File: src/rtl/esc_pkg.sv
// esc_pkg: shared constants for the terminal escape-sequence decoder.
//   - FSM state encoding: ST_GROUND, ST_ESC, ST_CSI, ST_CLEAR
//   - ASCII constants used by the parser
//   - default screen geometry
package esc_pkg;
    localparam logic [1:0] ST_GROUND = 2'd0;
    localparam logic [1:0] ST_ESC    = 2'd1;
    localparam logic [1:0] ST_CSI    = 2'd2;
    localparam logic [1:0] ST_CLEAR  = 2'd3;

    localparam logic [7:0] ASCII_ESC      = 8'h1B;
    localparam logic [7:0] ASCII_LBRACKET = 8'h5B;
    localparam logic [7:0] ASCII_SEMI     = 8'h3B;
    localparam logic [7:0] ASCII_CR       = 8'h0D;
    localparam logic [7:0] ASCII_LF       = 8'h0A;
    localparam logic [7:0] ASCII_BS       = 8'h08;
    localparam logic [7:0] ASCII_CAN      = 8'h18;
    localparam logic [7:0] ASCII_SUB      = 8'h1A;
    localparam logic [7:0] ASCII_SPACE    = 8'h20;

    localparam int DEF_COLS = 40;
    localparam int DEF_ROWS = 25;
endpackage

File: src/rtl/csi_param_acc.sv
// csi_param_acc: two 8-bit saturating decimal accumulators for CSI parameters.
// Ports:
//   clk      in   system clock
//   rst      in   synchronous active-low reset
//   i_clr    in   zero both accumulators
//   i_idx    in   selects accumulator (0 = p0, 1 = p1) for the digit
//   i_dig_v  in   digit strobe
//   i_dig    in   decimal digit 0..9
//   o_p0     out  parameter 0
//   o_p1     out  parameter 1
module csi_param_acc (
    input  logic       clk,
    input  logic       rst,
    input  logic       i_clr,
    input  logic       i_idx,
    input  logic       i_dig_v,
    input  logic [3:0] i_dig,
    output logic [7:0] o_p0,
    output logic [7:0] o_p1
);
    logic [7:0]  r_p0, r_p1;
    logic [7:0]  w_cur, w_sat;
    logic [11:0] w_sum;

    // 255*10+9 fits in 12 bits, so any overflow shows up in the top nibble
    assign w_cur = i_idx ? r_p1 : r_p0;
    assign w_sum = {4'b0, w_cur} * 12'd10 + {8'b0, i_dig};
    assign w_sat = |w_sum[11:8] ? 8'hFF : w_sum[7:0];

    always_ff @(posedge clk) begin
        if (!rst || i_clr) begin
            r_p0 <= '0;
            r_p1 <= '0;
        end else if (i_dig_v) begin
            if (i_idx) r_p1 <= w_sat;
            else       r_p0 <= w_sat;
        end
    end

    assign o_p0 = r_p0;
    assign o_p1 = r_p1;
endmodule

File: src/rtl/term_esc_decoder.sv
// term_esc_decoder: receive-side byte interpreter for the terminal link.
// Prints characters into the text buffer, handles CR/LF/BS and ANSI CSI
// cursor sequences (A/B/C/D/H/f), and keeps the linear cursor address.
// Optional: define CLEAR_SCREEN_EN to enable "ESC [ 2 J" full-screen clear.
// Ports:
//   clk        in   system clock
//   rst        in   synchronous active-low reset
//   i_byte     in   received byte
//   i_byte_v   in   one-cycle strobe, i_byte valid
//   o_wen      out  text buffer write enable
//   o_waddr    out  text buffer write address
//   o_wdata    out  text buffer write data
//   o_cursor   out  cursor address row*COLS+col
//   o_busy     out  clear sweep in progress
//   o_overrun  out  pulse: byte dropped while busy
module term_esc_decoder
    import esc_pkg::*;
#(
    parameter int COLS = DEF_COLS,
    parameter int ROWS = DEF_ROWS
) (
    input  logic       clk,
    input  logic       rst,
    input  logic [7:0] i_byte,
    input  logic       i_byte_v,
    output logic       o_wen,
    output logic [9:0] o_waddr,
    output logic [7:0] o_wdata,
    output logic [9:0] o_cursor,
    output logic       o_busy,
    output logic       o_overrun
);
    localparam logic [9:0] LAST_COL = 10'(COLS - 1);
    localparam logic [9:0] LAST_ROW = 10'(ROWS - 1);
    localparam logic [9:0] COLS10   = 10'(COLS);

    logic [1:0] r_state, w_state_n;
    logic [9:0] r_row, r_col, w_row_n, w_col_n, w_row_inc;
    logic [9:0] r_cursor, r_waddr, w_waddr_n;
    logic [7:0] r_wdata, w_wdata_n;
    logic       r_wen, w_wen_n, r_idx;
    logic       w_clr, w_dig_v, w_semi;
    logic [7:0] w_p0, w_p1;
    logic [9:0] w_n, w_hr, w_hc;
    logic [10:0] w_dn, w_rt;

    csi_param_acc u_acc (
        .clk     (clk),
        .rst     (rst),
        .i_clr   (w_clr),
        .i_idx   (r_idx),
        .i_dig_v (w_dig_v),
        .i_dig   (i_byte[3:0]),
        .o_p0    (w_p0),
        .o_p1    (w_p1)
    );

    // A zero parameter means 1 for both relative moves and absolute positions
    assign w_n       = w_p0 == 8'd0 ? 10'd1 : {2'b0, w_p0};
    assign w_hr      = (w_p0 == 8'd0 ? 10'd1 : {2'b0, w_p0}) - 10'd1;
    assign w_hc      = (w_p1 == 8'd0 ? 10'd1 : {2'b0, w_p1}) - 10'd1;
    assign w_dn      = {1'b0, r_row} + {1'b0, w_n};
    assign w_rt      = {1'b0, r_col} + {1'b0, w_n};
    assign w_row_inc = r_row == LAST_ROW ? 10'd0 : r_row + 10'd1;

`ifdef CLEAR_SCREEN_EN
    localparam logic [10:0] N_CELLS = 11'(ROWS * COLS);
    logic [10:0] r_clr_addr, w_clr_addr_n;
    logic        r_busy, r_overrun;
`endif

    always_comb begin
        w_state_n = r_state;
        w_row_n   = r_row;
        w_col_n   = r_col;
        w_wen_n   = 1'b0;
        w_waddr_n = r_waddr;
        w_wdata_n = r_wdata;
        w_clr     = 1'b0;
        w_dig_v   = 1'b0;
        w_semi    = 1'b0;
`ifdef CLEAR_SCREEN_EN
        w_clr_addr_n = r_clr_addr;
        if (r_state == ST_CLEAR) begin
            if (r_clr_addr == N_CELLS) begin
                w_state_n = ST_GROUND;
                w_row_n   = '0;
                w_col_n   = '0;
            end else begin
                w_wen_n      = 1'b1;
                w_waddr_n    = r_clr_addr[9:0];
                w_wdata_n    = ASCII_SPACE;
                w_clr_addr_n = r_clr_addr + 11'd1;
            end
        end else
`endif
        if (i_byte_v) begin
            case (r_state)
                ST_GROUND: begin
                    if (i_byte >= 8'h20 && i_byte <= 8'h7E) begin
                        w_wen_n   = 1'b1;
                        w_waddr_n = r_cursor;
                        w_wdata_n = i_byte;
                        w_col_n   = r_col == LAST_COL ? 10'd0 : r_col + 10'd1;
                        w_row_n   = r_col == LAST_COL ? w_row_inc : r_row;
                    end else if (i_byte == ASCII_CR) w_col_n = '0;
                    else if (i_byte == ASCII_LF) w_row_n = w_row_inc;
                    else if (i_byte == ASCII_BS) w_col_n = r_col == 10'd0 ? 10'd0 : r_col - 10'd1;
                    else if (i_byte == ASCII_ESC) w_state_n = ST_ESC;
                end
                ST_ESC: begin
                    w_clr     = i_byte == ASCII_LBRACKET;
                    w_state_n = i_byte == ASCII_LBRACKET ? ST_CSI :
                                i_byte == ASCII_ESC ? ST_ESC : ST_GROUND;
                end
                default: begin
                    if (i_byte >= 8'h30 && i_byte <= 8'h39) w_dig_v = 1'b1;
                    else if (i_byte == ASCII_SEMI) w_semi = 1'b1;
                    else if (i_byte == ASCII_CAN || i_byte == ASCII_SUB) w_state_n = ST_GROUND;
                    else if (i_byte == ASCII_ESC) w_state_n = ST_ESC;
                    else if (i_byte >= 8'h40 && i_byte <= 8'h7E) begin
                        w_state_n = ST_GROUND;
                        case (i_byte)
                            8'h41: w_row_n = r_row > w_n ? r_row - w_n : 10'd0;
                            8'h42: w_row_n = w_dn > {1'b0, LAST_ROW} ? LAST_ROW : w_dn[9:0];
                            8'h43: w_col_n = w_rt > {1'b0, LAST_COL} ? LAST_COL : w_rt[9:0];
                            8'h44: w_col_n = r_col > w_n ? r_col - w_n : 10'd0;
                            8'h48, 8'h66: begin
                                w_row_n = w_hr > LAST_ROW ? LAST_ROW : w_hr;
                                w_col_n = w_hc > LAST_COL ? LAST_COL : w_hc;
                            end
`ifdef CLEAR_SCREEN_EN
                            8'h4A: if (w_p0 == 8'd2) begin
                                w_state_n    = ST_CLEAR;
                                w_wen_n      = 1'b1;
                                w_waddr_n    = '0;
                                w_wdata_n    = ASCII_SPACE;
                                w_clr_addr_n = 11'd1;
                            end
`endif
                            default: ;
                        endcase
                    end
                end
            endcase
        end
    end

    always_ff @(posedge clk) begin
        if (!rst) begin
            r_state  <= ST_GROUND;
            r_row    <= '0;
            r_col    <= '0;
            r_cursor <= '0;
            r_wen    <= 1'b0;
            r_waddr  <= '0;
            r_wdata  <= '0;
            r_idx    <= 1'b0;
        end else begin
            r_state  <= w_state_n;
            r_row    <= w_row_n;
            r_col    <= w_col_n;
            // Computed from next row/col so the cursor moves with the write strobe
            r_cursor <= w_row_n * COLS10 + w_col_n;
            r_wen    <= w_wen_n;
            r_waddr  <= w_waddr_n;
            r_wdata  <= w_wdata_n;
            r_idx    <= w_clr ? 1'b0 : (w_semi ? 1'b1 : r_idx);
        end
    end

`ifdef CLEAR_SCREEN_EN
    always_ff @(posedge clk) begin
        if (!rst) begin
            r_clr_addr <= '0;
            r_busy     <= 1'b0;
            r_overrun  <= 1'b0;
        end else begin
            r_clr_addr <= w_clr_addr_n;
            r_busy     <= w_state_n == ST_CLEAR;
            r_overrun  <= i_byte_v && r_state == ST_CLEAR;
        end
    end
    assign o_busy    = r_busy;
    assign o_overrun = r_overrun;
`else
    assign o_busy    = 1'b0;
    assign o_overrun = 1'b0;
`endif

    assign o_wen    = r_wen;
    assign o_waddr  = r_waddr;
    assign o_wdata  = r_wdata;
    assign o_cursor = r_cursor;
endmodule

File: config.mk
export PLATFORM = sky130hd
export DESIGN_NAME = term_esc_decoder
export DESIGN_NICKNAME = d
export VERILOG_FILES = /design/src/rtl/esc_pkg.sv /design/src/rtl/csi_param_acc.sv /design/src/rtl/term_esc_decoder.sv
export SDC_FILE = /design/constraint.sdc
export NUM_CORES = 1
export LEC_CHECK = 0
export BUFFER_PORTS_ARGS = -buffer_cell sky130_fd_sc_hd__buf_2
export CORE_ASPECT_RATIO = 0.5
export CORE_MARGIN = 3
export CORE_UTILIZATION = 50
export DETAILED_ROUTE_END_ITERATION = 8
export GPL_ROUTABILITY_DRIVEN = 0
export PLACE_DENSITY = 0.7
export SKIP_CTS_REPAIR_TIMING = 1
export SYNTH_ARGS = -nofsm -noshare
export SYNTH_HDL_FRONTEND = slang
export SYNTH_SLANG_ARGS = --single-unit
File: constraint.sdc
create_clock -name clk -period 5.7 [get_ports clk]
set_input_delay 1.71 -clock clk [delete_from_list [all_inputs] [get_ports clk]]
set_output_delay 1.71 -clock clk [all_outputs]
set_load 0.02 [all_outputs]
==> results.sh, run 1 <==
export IMPL_outcome="completed"
export IMPL_clockBufferDepth=2
export IMPL_crit_type="primary input to register"
export IMPL_yosysWarnings=0
export IMPL_skew_ps=7.106
export IMPL_async_flop_share_pct=0
export IMPL_wl_um=22770
export IMPL_endpoint_kind="register"
export IMPL_synth_top_area_share_pct=19.05
export IMPL_synth_edf_count=0
export IMPL_yosysMostFrequentCell="nand2_1"
export IMPL_p_switching_uw=408.7
export IMPL_core_mm2=0.01299
export IMPL_avgSynthCellArea_um2=7.329
export IMPL_die_h_um=88.65
export IMPL_antenna_left=0
export IMPL_cts_made_buffers=9
export IMPL_fmax_mhz=179.9
export IMPL_dr_pass1_iters=5
export IMPL_n_antenna_cell=0
export IMPL_synth_ff_type="dfxtp_1"
export IMPL_post_route_util_pct=62.48
export IMPL_cp_data_required_time_ps=5960
export IMPL_fin_total_pwr_mw=1.467
export IMPL_grt_pass1_wl_um=35300
export IMPL_grt_pass1_vias=6561
export IMPL_cp_arrival_ps=5820
export IMPL_initial_utilization_pct=52.58
export IMPL_post_route_period_util_pct=97.50
export IMPL_synth_area_leader_cell="dfxtp_1"
export IMPL_grt_max_degree=34
export IMPL_num_fill_cells=1139
export IMPL_cts_tree="done"
export IMPL_ir_drop_uv=137.3
export IMPL_grt_overflow_total=0
export IMPL_dieArea_mm2=0.01518
export IMPL_synth_adder_area_share_pct=14.98
export IMPL_syn_inst=932
export IMPL_synth_xor_area_share_pct=5.202
export IMPL_power_leakage_nw=3.606
export IMPL_synthTopCellsByCount="nand2_1 (94), nor2_1 (90), a21oi_1 (77)"
export IMPL_h_tree_depth=3
export IMPL_layout_nets=1102
export IMPL_internal_power_mw=1.058
export IMPL_clk_latency_ps=340
export IMPL_synth_compound_area_share_pct=27.33
export IMPL_dp_hpwl_um=17330
export IMPL_drive_gt1_share_pct=16.98
export IMPL_p_seq_share_pct=33.0
export IMPL_num_vias=7481
export IMPL_max_slew_margin_rel_pct=23.15
export IMPL_drc=0
export IMPL_worstPathMaxFanout=4
export IMPL_period_needed_ps=5557
export IMPL_num_rows=29
export IMPL_final_cells=1189
export IMPL_worstMarginPinSlew_ps=1152
export IMPL_drv_slew=0
export IMPL_seqCellArea_mm2=0.001301
export IMPL_drt_iter0_markers=953
export IMPL_pwr_share_comb_pct=19.0
export IMPL_maxCapViolCount=0
export IMPL_cts_sink_count=65
export IMPL_io_buffers=39
export IMPL_clock_power_share_pct=48.0
export IMPL_grt_total_usage_pct=29.77
export IMPL_routedWlPerCell_um=19.15
export IMPL_synth_top_family_by_area="compound AO/OA/AOI/OAI gates"
export IMPL_setup_ws_ps=142.5
export IMPL_hold_violations=0
export IMPL_grt_antenna_before_repair=0
export IMPL_place_ws_ps=-210.0
export IMPL_finish_instance_area_mm2=0.008117
export IMPL_holdWs_ps=445.5
export IMPL_drt_vias_per_instance=6.292
export IMPL_synthTopCellsByArea="dfxtp_1 (19%), ha_1 (13%), a21oi_1 (5.6%)"
export IMPL_swShare_pct=27.86
export IMPL_synthMuxAreaShare_pct=0.6411
export IMPL_hold_class="register to register"
export IMPL_synth_cell_type_count=80
export IMPL_yosysSeqAreaShare_pct=19.05
export IMPL_synthToLayoutAreaGrowth_pct=18.83
export IMPL_postPlaceCellArea_mm2=0.007646
export IMPL_clock_root_buffer="clkbuf_16"
export IMPL_yosys_area_share_simple_pct=26.40
export IMPL_p_per_area_mw_per_mm2=180.7
export IMPL_fin_tns_setup_ps=0
export IMPL_cts_clk_slew_worst_paths_ps=60
export IMPL_dp_cells=1170
export IMPL_setup_viol_count_final=0
export IMPL_synth_area_mm2=0.006830
export IMPL_die_width_um=171.3
export IMPL_multi_input_area_mm2=0.005189
export IMPL_io_pin_count=42
export IMPL_synth_seq_cells=65
export IMPL_cp_start_kind="primary input"
[final cells by class]
class	instances	share of cell area [%]
well taps	170	2.621
multi-input cells	762	63.93
clock inverters	6	1.696
clock buffers	10	2.821
inverters	51	2.359
repair buffers	125	10.54
flip-flops and latches	65	16.03
[worst max-delay path: stages]
cell	delay, ps
buf_2	140
and3_1	200
a311o_1	390
o32a_1	190
o21ai_1	160
o21ai_2	90
a221o_1	350
a211oi_2	300
o31ai_4	130
ha_1	330
inv_1	70
fa_1	530
inv_1	40
ha_1	260
inv_1	50
o21bai_1	180
a21oi_2	90
xnor2_2	140
xnor2_1	160
xnor3_1	220
nor2_1	90
[final timing paths]
kind,cells after the start,slack [ps],startpoint,endpoint
worst max-delay path,21,140,i_byte[4],o_cursor[9]
worst min-delay path,2,450,o_cursor[4],o_waddr[4]
worst max register to register,25,210,u_acc.o_p0[2],o_cursor[9]
worst min register to register,2,450,o_cursor[4],o_waddr[4]
[layer usage]
metal	track usage, %	share of wire, %	vias to the layer above
met4	4.964	1.2	0
met2	45.18	41	418
met5	0	0	-
met1	42.34	45	3472
met3	9.148	13	34
li1	-	-	3557
[power by group through the flow]
stage               Combinational [mW]  Sequential (mW)  Clock, mW
floorplan                        0.152            0.503          0
detailed placement               0.261            0.493          0
CTS                              0.265            0.484      0.708
global placement                 0.259            0.493          0
finish                           0.278            0.485      0.704
global route                     0.298            0.485      0.731
[cell families after synthesis]
family	Yosys count
AND/OR/NAND/NOR	358
AO/OA/AOI/OAI	282
buffers and inverters	106
adder cells (fa/ha/maj)	77
flip-flops	65
XOR/XNOR	39
multiplexers	4
other	1
[flip-flops by register name, indices dropped and copies added, names as in the netlist]
| register | count |
|---|---|
| o_cursor | 7 |
| o_wdata | 8 |
| o_waddr | 10 |
| r_state | 2 |
| r_idx | 1 |
| u_acc.o_p1 | 8 |
| r_row | 10 |
| o_wen | 1 |
| u_acc.o_p0 | 8 |
| r_col | 10 |
[placed cells by master, fill, tap and decap left out, types with 5 or more instances in the layout]
cell        n
nor4_1     11
o21bai_1    5
inv_1      50
or3_1      10
ha_1       69
buf_2      38
nand2b_1    9
nor3_1     35
and3_1     14
a21o_1     17
dfxtp_1    65
nand2_1    94
a31oi_1    10
a22oi_1     5
a221oi_1    6
a21boi_0    5
and2_1     14
xnor2_1    31
o21ai_0    52
o31ai_1     5
o21ai_1     5
nor4b_1     5
a211oi_1   22
xor2_1      6
nand3_1    18
nand4_1    12
fa_1        8
clkbuf_16   9
a21oi_1    74
nor2b_1    14
buf_4      85
o21a_1      9
nor2_1     90
No activity file was read; power rests on OpenSTA's default activity.
==> run 2: changes to the inputs <==
--- a/config.mk
+++ b/config.mk
@@ -11,7 +11,7 @@
 export CORE_UTILIZATION = 50
 export DETAILED_ROUTE_END_ITERATION = 8
 export GPL_ROUTABILITY_DRIVEN = 0
-export PLACE_DENSITY = 0.7
+export PLACE_DENSITY = 0.67
 export SKIP_CTS_REPAIR_TIMING = 1
 export SYNTH_ARGS = -nofsm -noshare
 export SYNTH_HDL_FRONTEND = slang
==> run 2 against run 1 <==
Global-route usage up 0.80 points. Clock skew about the same. Power decreased by 7.9%. Via count up 0.53%. Die area did not move. Critical endpoint unchanged. Largest cell class unchanged.
==> results.sh, run 2 (synthesis results as in run 1) <==
export IMPL_outcome="completed"
export IMPL_skew_ps=6.615
export IMPL_num_vias=7521
export IMPL_synthToLayoutAreaGrowth_pct=20.00
export IMPL_finish_instance_area_mm2=0.008197
export IMPL_core_mm2=0.01299
export IMPL_post_route_period_util_pct=96.03
export IMPL_grt_pass1_vias=6770
export IMPL_drive_gt1_share_pct=19.21
export IMPL_drc=0
export IMPL_cts_tree="done"
export IMPL_cp_start_kind="primary input"
export IMPL_dr_pass1_iters=7
export IMPL_grt_overflow_total=0
export IMPL_cp_arrival_ps=5740
export IMPL_worstPathMaxFanout=5
export IMPL_drv_slew=0
export IMPL_post_route_util_pct=63.10
export IMPL_postPlaceCellArea_mm2=0.007761
export IMPL_routedWlPerCell_um=19.00
export IMPL_drt_vias_per_instance=6.236
export IMPL_cts_clk_slew_worst_paths_ps=60
export IMPL_h_tree_depth=3
export IMPL_most_common_layout_cells="buf_4 (103), nand2_1 (94), nor2_1 (89)"
export IMPL_drt_iter0_markers=865
export IMPL_cp_startpoint="i_byte[3]"
export IMPL_rsz0062_at_grt="false"
export IMPL_cts_made_buffers=9
export IMPL_cp_data_required_time_ps=5970
export IMPL_grt_pass1_wl_um=35840
export IMPL_wl_um=22910
export IMPL_dp_hpwl_um=18110
export IMPL_die_h_um=88.65
export IMPL_fmax_mhz=182.7
export IMPL_fin_total_pwr_mw=1.351
export IMPL_final_common_cell="buf_4"
export IMPL_cts_sink_count=65
export IMPL_grt_max_degree=34
export IMPL_final_cells=1206
export IMPL_num_rows=29
export IMPL_hold_violations=0
export IMPL_period_needed_ps=5474
export IMPL_dieArea_mm2=0.01518
export IMPL_io_buffers=39
export IMPL_clk_latency_ps=340
export IMPL_place_ws_ps=-255.7
export IMPL_power_leakage_nw=3.651
export IMPL_initial_utilization_pct=52.58
export IMPL_r2r_start="u_acc.o_p0[1]"
export IMPL_fin_tns_setup_ps=0
export IMPL_io_pin_count=42
export IMPL_grt_total_usage_pct=30.57
export IMPL_maxCapViolCount=0
export IMPL_clock_root_buffer="clkbuf_16"
export IMPL_dp_cells=1187
export IMPL_endpoint_kind="register"
export IMPL_die_width_um=171.3
export IMPL_num_fill_cells=1165
export IMPL_crit_type="primary input to register"
export IMPL_antenna_left=0
export IMPL_setup_viol_count_final=0
export IMPL_layout_nets=1119
export IMPL_worstMarginPinSlew_ps=1116
export IMPL_p_per_area_mw_per_mm2=164.9
export IMPL_ir_drop_uv=149.6
export IMPL_grt_antenna_before_repair=0
export IMPL_hold_class="register to register"
export IMPL_setup_ws_ps=226.1
export IMPL_n_antenna_cell=0
export IMPL_max_slew_margin_rel_pct=25.53
export IMPL_clockBufferDepth=2
export IMPL_holdWs_ps=445.7
export IMPL_hold_start="o_cursor[8]"
export IMPL_rrSetupSlack_ps=280
## run 2: changes by cell type in the layout (fill, tap and decap cells not counted), sizes merged
cell      change
clkbuf        -2
clkinvlp      +1
buf          +18
bufinv        -3
clkinv        +3
## run 2: layout make-up
type | instances | area (um2) | area share [%]
multi-input combinational | 762 | 5219 | 63.67
sequential | 65 | 1303 | 15.89
timing repair buffer | 142 | 968.4 | 11.81
clock buffer | 9 | 225.2 | 2.748
tap | 170 | 212.7 | 2.595
inverter | 51 | 191.4 | 2.336
clock inverter | 7 | 77.57 | 0.9464
## run 2: power by group
group	leakage, nW	internal (mW)	switching [mW]
registers	0.528	0.469	0.0130
clock network	0.146	0.343	0.242
logic	2.98	0.116	0.169
## run 2: metal layers
layer | vias up | GRT usage, % | wire (um)
met5 | - | 0 | 0
met3 | 41 | 10.66 | 3323
met1 | 3493 | 43.66 | 10300
met2 | 390 | 44.32 | 8910
met4 | 0 | 6.642 | 382
li1 | 3597 | - | -
## run 2: final timing paths
path	end	cells after the start
worst max-delay path	o_cursor[9]	22
worst min-delay path	o_waddr[8]	2
worst max register to register	o_cursor[9]	25
worst min register to register	o_waddr[8]	2
## run 2: critical path, cell delays in order
cell and delay (ps):
buf_2 160, and3_1 200, a311o_1 370, o32a_1 180
o21ai_1 160, o21ai_2 80, a221o_1 330, a211oi_2 170
o31ai_1 100, buf_4 140, ha_1 310, inv_1 70
fa_1 530, inv_1 40, ha_1 260, inv_1 70
o21bai_1 70, a21oi_1 160, xnor2_1 150, xnor2_1 140
xnor3_1 230, nor2_1 90
